--- config.mk ---
export PLATFORM = sky130hd
export DESIGN_NAME = rf_write_arbiter
export DESIGN_NICKNAME = d
export VERILOG_FILES = /design/src/rtl/rf_write_arbiter.sv
export SDC_FILE = /design/constraint.sdc
export NUM_CORES = 1
export LEC_CHECK = 0
export ABC_AREA = 1
export CORE_MARGIN = 8
export CORE_UTILIZATION = 32
export CTS_CLUSTER_DIAMETER = 80
export DETAILED_ROUTE_END_ITERATION = 12
export PLACE_DENSITY = 0.65
export SLEW_MARGIN = 20
export SYNTH_ARGS = -nofsm -noshare
export SYNTH_HDL_FRONTEND = slang
export SYNTH_SLANG_ARGS = --single-unit
--- constraint.sdc ---
create_clock -name clock -period 2.35 [get_ports clock]
set_clock_uncertainty 0.2 [all_clocks]
set_input_delay 0.47 -clock clock [delete_from_list [all_inputs] [get_ports clock]]
set_output_delay 0.47 -clock clock [all_outputs]
set_load 0.005 [all_outputs]
--- src/rtl/rf_write_arbiter.sv ---
// rf_write_arbiter: two-requester arbiter for the register file write port
// and flag write port. The grant is combinational, and the write presented
// to the register file is registered one cycle after the grant.
// Optional build macro: RF_ARB_FIXED_PRIO_EN. When it is defined, requester 0
// always wins ties and the round-robin pointer is held at 0.
module rf_write_arbiter #(
  parameter int DW = 8,
  parameter int AW = 3,
  parameter int CW = 8
) (
  input  logic          clock,
  input  logic          reset,
  input  logic          stall,
  input  logic          req0,
  input  logic          req1,
  input  logic [AW-1:0] addr0,
  input  logic [AW-1:0] addr1,
  input  logic [DW-1:0] data0,
  input  logic [DW-1:0] data1,
  input  logic          fwe0,
  input  logic          fwe1,
  input  logic          fin0,
  input  logic          fin1,
  output logic          gnt0,
  output logic          gnt1,
  output logic          wr_en,
  output logic [AW-1:0] wr_addr,
  output logic [DW-1:0] wr_data,
  output logic          flag_we,
  output logic          flag_val,
  output logic          last_gnt,
  output logic [CW-1:0] collisions
);

  // Preferred requester when both are requesting (0 or 1).
  logic ptr;

  // Increment that sticks at the all-ones value instead of wrapping.
  function automatic logic [CW-1:0] sat_inc(input logic [CW-1:0] v);
    if (&v) return v;
    return v + {{(CW-1){1'b0}}, 1'b1};
  endfunction

  // Grant decision: no grant is issued under reset or stall. A lone requester
  // wins. On a tie, the requester selected by ptr wins.
  always_comb begin
    gnt0 = 1'b0;
    gnt1 = 1'b0;
    if (!reset && !stall) begin
      if (req0 && (!req1 || !ptr)) gnt0 = 1'b1;
      else if (req1)               gnt1 = 1'b1;
    end
  end

`ifdef RF_ARB_FIXED_PRIO_EN
  assign ptr = 1'b0;
`else
  // Round-robin pointer: after a grant, prefer the requester that lost.
  always_ff @(posedge clock) begin
    if (reset)     ptr <= 1'b0;
    else if (gnt0) ptr <= 1'b1;
    else if (gnt1) ptr <= 1'b0;
  end
`endif

  // Remember which requester was granted most recently.
  always_ff @(posedge clock) begin
    if (reset)     last_gnt <= 1'b0;
    else if (gnt0) last_gnt <= 1'b0;
    else if (gnt1) last_gnt <= 1'b1;
  end

  // Collision counter: counts dual-request cycles that are not stalled.
  always_ff @(posedge clock) begin
    if (reset)                       collisions <= '0;
    else if (req0 && req1 && !stall) collisions <= sat_inc(collisions);
  end

  // ---- stage boundary: grant cycle -> register file write cycle ----
  // Capture the granted request. On idle cycles, only the enables drop, and
  // the address, data and flag value keep their last values.
  always_ff @(posedge clock) begin
    if (reset) begin
      wr_en    <= 1'b0;
      flag_we  <= 1'b0;
      wr_addr  <= '0;
      wr_data  <= '0;
      flag_val <= 1'b0;
    end else if (gnt0) begin
      wr_en    <= 1'b1;
      flag_we  <= fwe0;
      wr_addr  <= addr0;
      wr_data  <= data0;
      flag_val <= fin0;
    end else if (gnt1) begin
      wr_en    <= 1'b1;
      flag_we  <= fwe1;
      wr_addr  <= addr1;
      wr_data  <= data1;
      flag_val <= fin1;
    end else begin
      wr_en    <= 1'b0;
      flag_we  <= 1'b0;
    end
  end

endmodule

======== Yosys cells after proc, flatten, opt, wreduce, memory -nomap -nowiden ========
Cells that the tools add are included.
W data, S select, Z words.
word-level totals
  register bits ........................... 24
  output and inout port bits .............. 25
cells by class
  add/subtract/negate cells ............... 1
  equal/unequal tests ..................... 1
  mux-type cells .......................... 21
  reduce and logical (&&, ||, !) cells .... 13
operator list
  operator               count
  $mux W8                3
  $mux W1                16
  $add A8 B1 Y8 const B  1
  $reduce_and A8 Y1      1
  $mux W3                2
  $logic_and A1 B1 Y1    4
  $logic_not A1 Y1       4
  $ne A2 B2 Y1 const B   1
  $reduce_and A2 Y1      1
  $reduce_bool A2 Y1     1
  $reduce_or A2 Y1       1
  $logic_or A1 B1 Y1     1

======== Logic depth before layout (Yosys ltp) ========
  depth after elaboration ................. 7
  mapped depth ............................ 8
  gate-level depth less buffers ........... 7

======== Worst setup path after synthesis ========
OpenSTA, ideal clock, no wires.
  path kind ............................... input -> output
  from .................................... in stall
  to ...................................... out gnt0
  data arrival time ....................... 1,010 ps
  slack ................................... 670 ps
  cell stages on the path ................. 4
  cell sequence ........................... nor2_4 -> nand3_2 -> buf_4 -> inv_2
on the way
  word-level cells in the longest chain between the ends .. 3
RTL lines
  item                 RTL line  text
  start: declaration   13        input logic stall,
  $logic_not A1 Y1     49        if (!reset && !stall) begin
  $logic_and A1 B1 Y1  49
  $mux W1              49
  end: declaration     24        output logic gnt0,
No other way between the ends.

======== Worst setup path in the final report ========
  from .................................... in req1
  to ...................................... out gnt0
on the way
  word-level cells in the longest chain between the ends .. 5
RTL lines
  item                 RTL line  text
  start: declaration   15        input logic req1,
  $logic_not A1 Y1     50        if (req0 && (!req1 || !ptr)) gnt0 = 1'b1;
  $logic_or A1 B1 Y1   50
  $logic_and A1 B1 Y1  50
  $mux W1              50
  $mux W1              49
No other way between the ends.

==> run metrics <==
FF-to-FF path depth 7; worst-path cell chain dlygate4sd2_1 -> nand2_2 -> nand3_2 -> inv_2 -> clkdlybuf4s50_1; critical path's slowest cell clkdlybuf4s50_1; top cells by area, synth dfxtp_1, nand3_1, nand4_1, nand2_1, inv_1; Hold WC Path Type flip-flop to flip-flop; worst-path maximum fanout 4; Die X 78.50 µm; fill cell count 374; dpl ws -0.1626 ns; leak pwr 0.8986 nW; number of synthesized register bits 24; Nets 276; non-filler cells, final 290; layout cells sized above 1 a little over a tenth; CP bufs+invs 3; die area slightly above 0.006 mm²; total number of vias 1,392; WP data required between 1.5 and 2 ns; Initial DRC Count 73; Top delay family on crit path buffers and inverters; RSZ-0062 raised after global routing no; Overall Global Routing Usage 12.31%; met2 Use GR between 20 and 25%; synthesized cell area 0.001250 mm²; Setup CP Type primary input to primary output; detailed placer's ending HPWL 2859 µm; CTS Sinks 24; syn nets 215; Detailed Routing Iterations Pass 1 4; Placement Cell Area between 0.0015 and 0.002 mm²; TritonCTS clock tree built; cells after synthesis 183; gr ovfl total 0; num ports 56; Seq/Total Area, Yosys 38.44%; Final Hold Vio Count 0; largest net degree at the start of global routing 25; outcome finished, final reports clean; # diodes 0; vias in the first global route 1,307; placed instance count about 290; final setup fails 0; vias per cell 4.800; busiest grt layer met2; crit path time final 2.209 ns; Setup WS post-layout 0.1406 ns; Port Buf Inserts 55; Tcrit/Tclk final 94.02%; GR met1 Demand/Resource 15.86%; core area 0.003716 mm²; max-slew violations 0; Slew HR between 70% and 80%; Clock Tree Root clkbuf_8; M3 GR Usage 2.278%; Area Growth Syn to Fin 54.76%; sequential fraction of design power 51.0%; Clock power frac 28.7%; Crit path depth 5; PwrDens around 440 mW/mm²; Comb pwr share about a fifth; P_sw 0.2107 mW; GP Congestion 0.7971; Crit path largest cell delay 0.49 ns; Max VDD drop 0.0001624 V; Finished Cell Area 0.001934 mm²; yosys warns 0; clock slew at reported path FFs 0.08 ns; Die H 78.50 µm; final antenna-violating net count 0; P_int 0.6320 mW; switching part of the total 25.00%; first-pass GRT wire length 6382 µm; starting density of the core 33.64%; crit path DAT 1.54 ns; drt wl/cell ~14 µm; Worst setup SP type primary input; crit end category primary output; Distinct cells, synth 19; clk buf depth 2; Mean Syn Cell Area 6.830 µm²; # rows 22; Setup Buffers After CTS 0; maximum clock frequency roughly 0.45 GHz; post-synth top area share 38.44%; # Max-Cap Violations 0; H-tree levels 1; Hold Crit Depth 2; DRC viols 0; worst-skew pair later-pin latency ~0.26 ns; initial antenna violation count 0; TritonCTS buffer count 3; final WL 3979 µm; slew at the pin closest to its max-slew limit 0.3494 ns; leading area contributor after synthesis dfxtp_1
==> power by group through the flow <==
stage | clock (mW) | sequential [mW] | combinational (mW)
2_1_floorplan | 0 | 0.440 | 0.0632
4_1_cts | 0.250 | 0.430 | 0.173
6_report | 0.242 | 0.430 | 0.171
3_3_place_gp | 0 | 0.439 | 0.173
5_1_grt | 0.267 | 0.432 | 0.187
3_5_place_dp | 0 | 0.440 | 0.174
==> layer usage <==
layer,up-vias,wire [µm]
met1,626,1910
met4,0,34
met5,-,0
met3,2,195
li1,729,-
met2,35,1840
==> kinds of logic (layout without fill, tap and decap cells) <==
logic type,Yosys count,count (layout),share of synthesized area [%]
flops,24,24,38.44
fa+ha+maj,1,1,1.001
compound gates,5,5,2.002
buf+inv,33,92,11.01
xor+xnor,1,1,0.7008
simple gates,119,119,46.85
==> cells in the mapped netlist <==
cell type / count
ha_1: 1
nor2_2: 1
clkbuf_1: 2
a21oi_1: 5
nand4_1: 24
nand2_1: 39
inv_1: 19
buf_1: 1
inv_2: 4
nand3_2: 2
buf_2: 5
nor2_4: 1
nand2_2: 3
nor2_1: 14
xor2_1: 1
dfxtp_1: 24
buf_4: 2
nor3_2: 1
nand3_1: 34
==> worst register-to-register path, stage by stage, from the launching register on <==
cell and delay (ns):
dfxtp_1 0.40, ha_1 0.24, nand2_1 0.09, nor2_1 0.11, nand2_1 0.22, nand2_1 0.16, nand2_1 0.06, a21oi_1 0.11
==> worst paths after layout <==
kind	endpoint	slack [ns]	from
worst min-delay path	ptr	0.28	ptr
worst max-delay path	gnt0	0.14	req1
worst max register to register	collisions[2]	0.70	collisions[0]
worst min register to register	ptr	0.28	ptr
==> flip-flops by register name, summed over array words and instances (netlist names) <==
name        count
collisions      8
flag_val        1
wr_en           1
wr_data         8
last_gnt        1
wr_addr         3
flag_we         1
ptr             1
==> metrics by stage <==
stage                     setup TNS (ns)  utilization, %  total power, mW  hold WS (ns)
after floorplan                        0               -           0.5030        0.2562
after global placement           -0.2506           50.91           0.6124        0.2676
after detailed placement         -0.2644           50.91           0.6136        0.2722
after CTS                              0           51.92           0.8533        0.2843
after global routing                   0           52.05           0.8862        0.3280
final                                  0           52.05           0.8427        0.2814
==> layout by cell type (no fill, tap or decap) <==
master,count
nand3_1,34
clkbuf_8,3
buf_4,11
nor2_1,14
nand2_1,39
clkdlybuf4s50_1,50
inv_1,19
nand3_2,2
dlygate4sd2_1,3
dfxtp_1,24
a21oi_1,5
xor2_1,1
ha_1,1
dlymetal6s2s_1,2
nor3_2,1
nand4_1,24
inv_2,4
nand2_2,3
nor2_2,1
nor2_4,1
==> layout make-up <==
cell class                 count  area, µm²  share of cell area (%)
clock buffer                   3      41.29                   2.135
inverter                      23      86.33                   4.463
multi-input combinational    126      631.9                   32.66
sequential                    24      480.5                   24.84
tap                           48      60.06                   3.105
timing repair buffer          66      634.4                   32.79
==> what timing repair did <==
item | in CTS | in global routing
hold buffers | 0 | 0
pin swaps | 1 | 1
cloned | 0 | 0
gates resized for setup | 3 | 2
setup endpoints to repair | 2 | 2
(Power assumes the default switching activity.)
